===== src/rtl/mem_port_arbiter_pkg.sv =====
// rtl/mem_port_arbiter_pkg.sv - shared types for the ibus/dbus memory port arbiter
package mem_port_arbiter_pkg;

  typedef enum logic [1:0] {IDLE, OWN_I, OWN_D} arb_state_t;

  typedef enum logic [2:0] {MSIZE1 = 3'd0, MSIZE2 = 3'd1, MSIZE4 = 3'd2, MSIZE8 = 3'd3} msize_t;

  typedef struct packed {
    logic        valid;
    logic [63:0] addr;
  } ibus_req_t;

  typedef struct packed {
    logic        addr_ok;
    logic        data_ok;
    logic [31:0] data;
  } ibus_resp_t;

  typedef struct packed {
    logic        valid;
    logic [63:0] addr;
    msize_t      size;
    logic [7:0]  strobe;
    logic [63:0] data;
  } dbus_req_t;

  typedef struct packed {
    logic        addr_ok;
    logic        data_ok;
    logic [63:0] data;
  } dbus_resp_t;

  // Instruction fetches are always 32-bit reads on the shared port.
  function automatic dbus_req_t map_ireq(ibus_req_t r);
    dbus_req_t m;
    m        = '0;
    m.valid  = r.valid;
    m.addr   = r.addr;
    m.size   = MSIZE4;
    return m;
  endfunction

endpackage


===== src/rtl/mem_port_arbiter_if.sv =====
// rtl/mem_port_arbiter_if.sv - bundle of requester and downstream buses around the arbiter
interface mem_port_arbiter_if;
  import mem_port_arbiter_pkg::*;

  ibus_req_t  ireq;
  ibus_resp_t iresp;
  dbus_req_t  dreq;
  dbus_resp_t dresp;
  dbus_req_t  mreq;
  dbus_resp_t mresp;

  modport slave  (input ireq, dreq, mresp, output iresp, dresp, mreq);
  modport master (output ireq, dreq, mresp, input iresp, dresp, mreq);

endinterface


===== src/rtl/mem_port_arbiter.sv =====
// rtl/mem_port_arbiter.sv - shares one dbus memory port between fetch (ibus) and memory stage (dbus)
module mem_port_arbiter
  import mem_port_arbiter_pkg::*;
#(
  parameter int MAX_IWAIT = 4,
  parameter int CNT_W     = 32
) (
  input  logic             clk,
  input  logic             reset,
  mem_port_arbiter_if.slave bus,
  output logic [CNT_W-1:0] i_grants,
  output logic [CNT_W-1:0] d_grants
);

  localparam int IW_W = $clog2(MAX_IWAIT + 1);

  arb_state_t      state;
  logic [IW_W-1:0] iwait;
  dbus_req_t       lat_req;
  dbus_req_t       i_map;
  dbus_req_t       mreq_c;
  ibus_resp_t      iresp_c;
  dbus_resp_t      dresp_c;
  logic            pick_i;
  logic            pick_d;
  logic            addr2;

  assign i_map     = map_ireq(bus.ireq);
  assign bus.mreq  = mreq_c;
  assign bus.iresp = iresp_c;
  assign bus.dresp = dresp_c;

  always_comb begin
    pick_d  = (state == IDLE) && bus.dreq.valid &&
              !(bus.ireq.valid && iwait == IW_W'(MAX_IWAIT));
    pick_i  = (state == IDLE) && bus.ireq.valid && !pick_d;
    addr2   = (state == OWN_I) ? lat_req.addr[2] : bus.ireq.addr[2];
    mreq_c  = '0;
    iresp_c = '0;
    dresp_c = '0;
    // Outputs are forced quiet while reset is asserted; an owner that drops
    // valid early keeps the port driven with the request captured at grant.
    if (!reset) begin
      if (pick_i || state == OWN_I) begin
        mreq_c          = bus.ireq.valid ? i_map : lat_req;
        iresp_c.addr_ok = bus.mresp.addr_ok;
        iresp_c.data_ok = bus.mresp.data_ok;
        iresp_c.data    = addr2 ? bus.mresp.data[63:32] : bus.mresp.data[31:0];
      end else if (pick_d || state == OWN_D) begin
        mreq_c  = bus.dreq.valid ? bus.dreq : lat_req;
        dresp_c = bus.mresp;
      end
    end
  end

  always_ff @(posedge clk) begin
    if (reset) begin
      state    <= IDLE;
      iwait    <= '0;
      lat_req  <= '0;
      i_grants <= '0;
      d_grants <= '0;
    end else begin
      case (state)
        IDLE: begin
          if (pick_d) begin
            lat_req <= bus.dreq;
            if (bus.ireq.valid && iwait != IW_W'(MAX_IWAIT))
              iwait <= iwait + IW_W'(1);
            if (bus.mresp.data_ok) d_grants <= d_grants + CNT_W'(1);
            else                   state    <= OWN_D;
          end else if (pick_i) begin
            lat_req <= i_map;
            iwait   <= '0;
            if (bus.mresp.data_ok) i_grants <= i_grants + CNT_W'(1);
            else                   state    <= OWN_I;
          end
        end
        OWN_I: begin
          if (bus.mresp.data_ok) begin
            state    <= IDLE;
            i_grants <= i_grants + CNT_W'(1);
          end
        end
        OWN_D: begin
          if (bus.mresp.data_ok) begin
            state    <= IDLE;
            d_grants <= d_grants + CNT_W'(1);
          end
        end
        default: state <= IDLE;
      endcase
    end
  end

endmodule


===== src/flat_wrapper.sv =====
// flat-port wrapper written by rule: the top's interface ports become plain ports
module mem_port_arbiter_flat import mem_port_arbiter_pkg::*;
#(
  parameter int MAX_IWAIT = 4,
  parameter int CNT_W     = 32
)
  (clk, reset, i_grants, d_grants, bus_ireq, bus_dreq, bus_mresp, bus_iresp, bus_dresp, bus_mreq);
  mem_port_arbiter_if bus_i ();
  input  logic clk;
  input  logic reset;
  output logic [CNT_W-1:0] i_grants;
  output logic [CNT_W-1:0] d_grants;
  input wire logic [$bits(bus_i.ireq)-1:0] bus_ireq;
  input wire logic [$bits(bus_i.dreq)-1:0] bus_dreq;
  input wire logic [$bits(bus_i.mresp)-1:0] bus_mresp;
  output wire logic [$bits(bus_i.iresp)-1:0] bus_iresp;
  output wire logic [$bits(bus_i.dresp)-1:0] bus_dresp;
  output wire logic [$bits(bus_i.mreq)-1:0] bus_mreq;
  assign bus_i.ireq = bus_ireq;
  assign bus_i.dreq = bus_dreq;
  assign bus_i.mresp = bus_mresp;
  assign bus_iresp = bus_i.iresp;
  assign bus_dresp = bus_i.dresp;
  assign bus_mreq = bus_i.mreq;
  mem_port_arbiter #(.MAX_IWAIT(MAX_IWAIT), .CNT_W(CNT_W)) u_core (.clk(clk), .reset(reset), .bus(bus_i), .i_grants(i_grants), .d_grants(d_grants));
endmodule

===== config.mk =====
export PLATFORM = sky130hd
export DESIGN_NAME = mem_port_arbiter_flat
export DESIGN_NICKNAME = d
export VERILOG_FILES = /design/src/rtl/mem_port_arbiter_pkg.sv /design/src/rtl/mem_port_arbiter_if.sv /design/src/rtl/mem_port_arbiter.sv /design/src/flat_wrapper.sv
export SDC_FILE = /design/constraint.sdc
export NUM_CORES = 1
export LEC_CHECK = 0
export BUFFER_PORTS_ARGS = -buffer_cell sky130_fd_sc_hd__buf_2
export CAP_MARGIN = 15
export CORE_AREA = 2 2 224 226
export CTS_CLUSTER_SIZE = 30
export DETAILED_ROUTE_END_ITERATION = 6
export DIE_AREA = 0 0 226 228
export PLACE_DENSITY = 0.5
export SYNTH_ARGS = -nofsm -noshare
export SYNTH_HDL_FRONTEND = slang
export SYNTH_SLANG_ARGS = --single-unit

===== constraint.sdc =====
create_clock -name clk -period 2.86 [get_ports clk]
set_clock_uncertainty 0.2 [all_clocks]
set_input_delay 0.429 -clock clk [delete_from_list [all_inputs] [get_ports clk]]
set_output_delay 0.429 -clock clk [all_outputs]
set_load 0.03 [all_outputs]

==> results.md <==
### Clock network
• **clock input transition at the sequential cells of the worst setup and hold paths** 0.06 ns
• **clock tree buffer depth** 3
• **total number of clock tree sinks** 209
• **Skew-Pair Late Insertion Delay** 0.56 ns
• **buffer type at the clock tree root** sky130_fd_sc_hd__clkbuf_16
• **H-tree Lvls** 1
• **clock buffers created by TritonCTS** 28
• **clock tree from TritonCTS** built

### STA
• **# setup viols final** 240
• **maximum clock rate** 289 MHz
• **max-slew violations** 0
• **final hold violation count** 0
• **part of the cycle the worst path needs** 1.21
• **unrepaired setup endpoints after global routing** true
• **Max-Slew Margin vs Limit** 0.211
• **post-route worst setup slack** -0.599 ns
• **Tightest Pin Transition** 1.18 ns
• **minimum period implied by the final worst setup slack** 3.46 ns

### Route
• **number of vias per cell** 5.14
• **Routed Antenna Nets** 0
• **via count** 15.8k
• **wire per inst** 20.5 µm
• **DRC Markers** 0
• **total wirelength of the detailed-routed design** 63.2 mm
• **Initial DRC Count** 743
• **DRT Pass-1 Iters** 5

### Placement
• **worst slack, placed** -0.00710 ns
• **RePlAce Congestion** 0.829
• **post-detailed-placement half-perimeter wirelength** 38.1 mm
• **count of input and output buffers** 576
• **placement-stage cell area** 17,000 µm²

### Outcome
• **violations in the final reports** negative setup slack
• **run status** finished with violations

### Floorplan
• **number of top-level pins** 577
• **die boundary height** 228 µm
• **Initial Util** 0.246
• **Placement Rows** 82
• **overall die width** 226 µm
• **die area** 51,500 µm²
• **core region area** 49,300 µm²

### Yosys
• **warning count from the yosys run** 0
• **fraction of post-synthesis cell area in the top cell type by area** 0.344
• **synthesized netlist cell count** 1,545
• **EDFF count, synth** 0
• **mapped cell area** 12,100 µm²
• **nets in the synthesized netlist** 1,825
• **most used flip-flop cell after synthesis** sky130_fd_sc_hd__dfxtp_1
• **average cell area after synthesis** 7.86 µm²
• **post-synthesis cell type with the largest combined area** sky130_fd_sc_hd__dfxtp_1
• **combinational family with the most area after synthesis** compound AO/OA/AOI/OAI gates
• **post-synthesis cell type count** 55
• **Synth Area in Compound Gates** 0.232
• **leading cell types by count after synthesis** sky130_fd_sc_hd__nand2_1, sky130_fd_sc_hd__dfxtp_1, sky130_fd_sc_hd__nor2_1
• **dominant cell by count in the synthesized netlist** sky130_fd_sc_hd__nand2_1
• **adder-cell share of the synthesized area** 0.00721
• **mux cell area share after synthesis** 0.109
• **fraction of the mapped netlist area in simple logic gates** 0.232
• **synthesized flop and latch total** 209
• **dominant cells by area after synthesis** sky130_fd_sc_hd__dfxtp_1, sky130_fd_sc_hd__mux2i_1, sky130_fd_sc_hd__nand2_1, sky130_fd_sc_hd__nor2_1, sky130_fd_sc_hd__a22o_1
• **async set-reset flop share out of synthesis** 0
• **parity-gate share of the synthesized area counting xor and xnor cells** 0.0245
• **register area share after synthesis** 0.344

### Power and ir drop
• **LEAKAGE** 10.4 nW
• **highest ir drop seen on vdd** 0.395 mV
• **cell area power density** 469 nW/µm²

### Critical path
• **Cell Chain, Critical Path** inv_2, ha_4, a21bo_4, a31o_4, or3_4, buf_6, buf_16, buf_12, buf_16, o22ai_1, buf_4
• **delay of the slowest cell on the worst path** 0.37 ns
• **type of element launching the critical path** register
• **library cell contributing the largest single delay on the critical path** sky130_fd_sc_hd__or3_4
• **number of cell instances on the worst register-to-register path** 11
• **critical register-to-register path endpoint** u_core.i_grants[31]
• **CP required** 2.23 ns
• **endpoint type of the worst setup path** output pin
• **crit path max fanout** 6
• **R2R Setup Slk** -0.02 ns
• **sum of buffers and inverters on the critical path** 6
• **most frequent CP cell** sky130_fd_sc_hd__buf_16
• **startpoint of the worst register-to-register path** u_core.state[0]
• **arrival time of data at the critical path endpoint** 2.83 ns
• **crit path launch** u_core.iwait[1]
• **CP Class** register to output pin
• **cell class contributing the biggest share of worst-path delay** buffers and inverters

### Global route
• **Congestion Overflow GR** 0
• **initial antenna violation count** 16
• **number of global-route vias before repair** 16.0k
• **total global-route track usage** 0.224
• **wire length of the first global-routing pass** 91.8 mm
• **largest net degree at the start of global routing** 124

### Hold path
• **Hold Path Depth** 3
• **hold_sp** bus_mresp[64]
• **HP Class** primary input to register
• **Worst Hold Path EP** u_core.state[0]

### Final layout
• **area overhead of the layout relative to synthesis** 94.7%
• **Non-Filler Cell Area, Final** 23,700 µm²
• **share of cells above drive strength 1** 0.424
• **fin nets** 2,648

### Flow run
• **# Max-Cap Violations** 0

==> layer usage <==
layer	vias up	part of all wire	GRT usage
met5	-	0	0
met4	0	0.060	0.136
met3	183	0.061	0.0392
met2	729	0.50	0.401
met1	7601	0.38	0.245
li1	7305	-	-
==> logic make-up (layout without fill, tap and decap cells) <==
family                   after synthesis  count (layout)
AND/OR/NAND/NOR                      621             621
AO/OA/AOI/OAI                        389             389
flip-flops                           209             209
buffers and inverters                153             998
multiplexers                         132             132
XOR/XNOR                              34              34
adder cells (fa/ha/maj)                7               7
other                                  0              15
==> per-stage QoR <==
stage	std cells	hold slack (ns)	power, W	setup TNS (ns)	util
after global routing	3077	0.0966	0.0115	-125.67	0.479
after global placement	2737	0.265	0.00623	0	0.345
after CTS	3046	0.0452	0.0109	-97.34	0.466
after detailed placement	2737	0.275	0.00626	-0.0213	0.345
after floorplan	1545	0.241	0.00519	-2.16	-
final	3077	0.0708	0.0111	-103.85	0.479
==> flip-flops by register name, indices dropped and copies added (netlist names) <==
signal and count:
u_core.d_grants 32, u_core.i_grants 32, u_core.iwait 3, u_core.lat_req 140, u_core.state 2
==> worst register-to-register path: stages (launching register included) <==
cell                      delay [ns]
sky130_fd_sc_hd__dfxtp_4        0.36
sky130_fd_sc_hd__inv_4          0.07
sky130_fd_sc_hd__ha_4           0.15
sky130_fd_sc_hd__buf_8          0.11
sky130_fd_sc_hd__buf_8          0.10
sky130_fd_sc_hd__buf_6          0.10
sky130_fd_sc_hd__buf_4          0.13
sky130_fd_sc_hd__o211a_1        0.21
sky130_fd_sc_hd__nand3_1        0.10
sky130_fd_sc_hd__or4_1          0.54
sky130_fd_sc_hd__or3_1          0.40
sky130_fd_sc_hd__mux2_4         0.30
==> power breakdown <==
group          total, W  leakage [nW]  switching (W)  internal [W]
registers       0.00331          1.71       0.000173       0.00313
clock network   0.00362         0.466        0.00145       0.00217
logic           0.00416          8.23        0.00222       0.00195
==> area by class of cell <==
class / count / area (µm²)
fill: 4434 / 25700
multi-input combinational: 1183 / 9010
timing repair buffer: 935 / 8590
sequential: 209 / 4190
tap: 672 / 841
clock buffer: 43 / 827
clock inverter: 9 / 116
inverter: 11 / 48.8
antenna: 15 / 37.5
==> how the worst max path moves through the flow <==
stage / to / slack (ns) / depth (start not counted)
6_report: bus_mreq[80] / -0.60 / 11
5_1_grt: bus_mreq[102] / -0.68 / 11
4_1_cts: bus_mreq[9] / -0.57 / 12
3_5_place_dp: bus_mreq[48] / -0.007 / 9
3_3_place_gp: bus_mreq[41] / 0.03 / 9
2_1_floorplan: bus_mreq[131] / -0.07 / 8
==> placed cells by master, fill, tap and decap left out, types with 11 or more instances in the layout <==
cell type and n:
sky130_fd_sc_hd__o22ai_4 56, sky130_fd_sc_hd__nor2_1 192, sky130_fd_sc_hd__xor2_1 16, sky130_fd_sc_hd__a22oi_1 74, sky130_fd_sc_hd__a22o_1 13, sky130_fd_sc_hd__a311oi_1 65
sky130_fd_sc_hd__or4_1 15, sky130_fd_sc_hd__buf_6 222, sky130_fd_sc_hd__clkbuf_16 34, sky130_fd_sc_hd__nand3_1 24, sky130_fd_sc_hd__nor3_1 12, sky130_fd_sc_hd__a22o_4 54
sky130_fd_sc_hd__mux2i_1 127, sky130_fd_sc_hd__buf_8 12, sky130_fd_sc_hd__buf_12 37, sky130_fd_sc_hd__dfxtp_1 205, sky130_fd_sc_hd__diode_2 15, sky130_fd_sc_hd__buf_16 20
sky130_fd_sc_hd__o31ai_1 11, sky130_fd_sc_hd__nand4_1 16, sky130_fd_sc_hd__a21oi_1 60, sky130_fd_sc_hd__or3_1 14, sky130_fd_sc_hd__buf_4 102, sky130_fd_sc_hd__dlygate4sd3_1 203
sky130_fd_sc_hd__xnor2_1 18, sky130_fd_sc_hd__buf_2 333, sky130_fd_sc_hd__nand2_1 229, sky130_fd_sc_hd__and2_4 64, sky130_fd_sc_hd__o21ai_0 19
==> timing repair <==
action                                  in CTS  in global routing
hold endpoints to repair                   139                  0
gates cloned                                24                  6
gates resized for setup                    600                119
hold buffers                               203                  0
buffers inserted                            30                 24
endpoints found under the setup margin     240                241
pin swaps                                   12                112
Power figures use the tool's default switching activity.
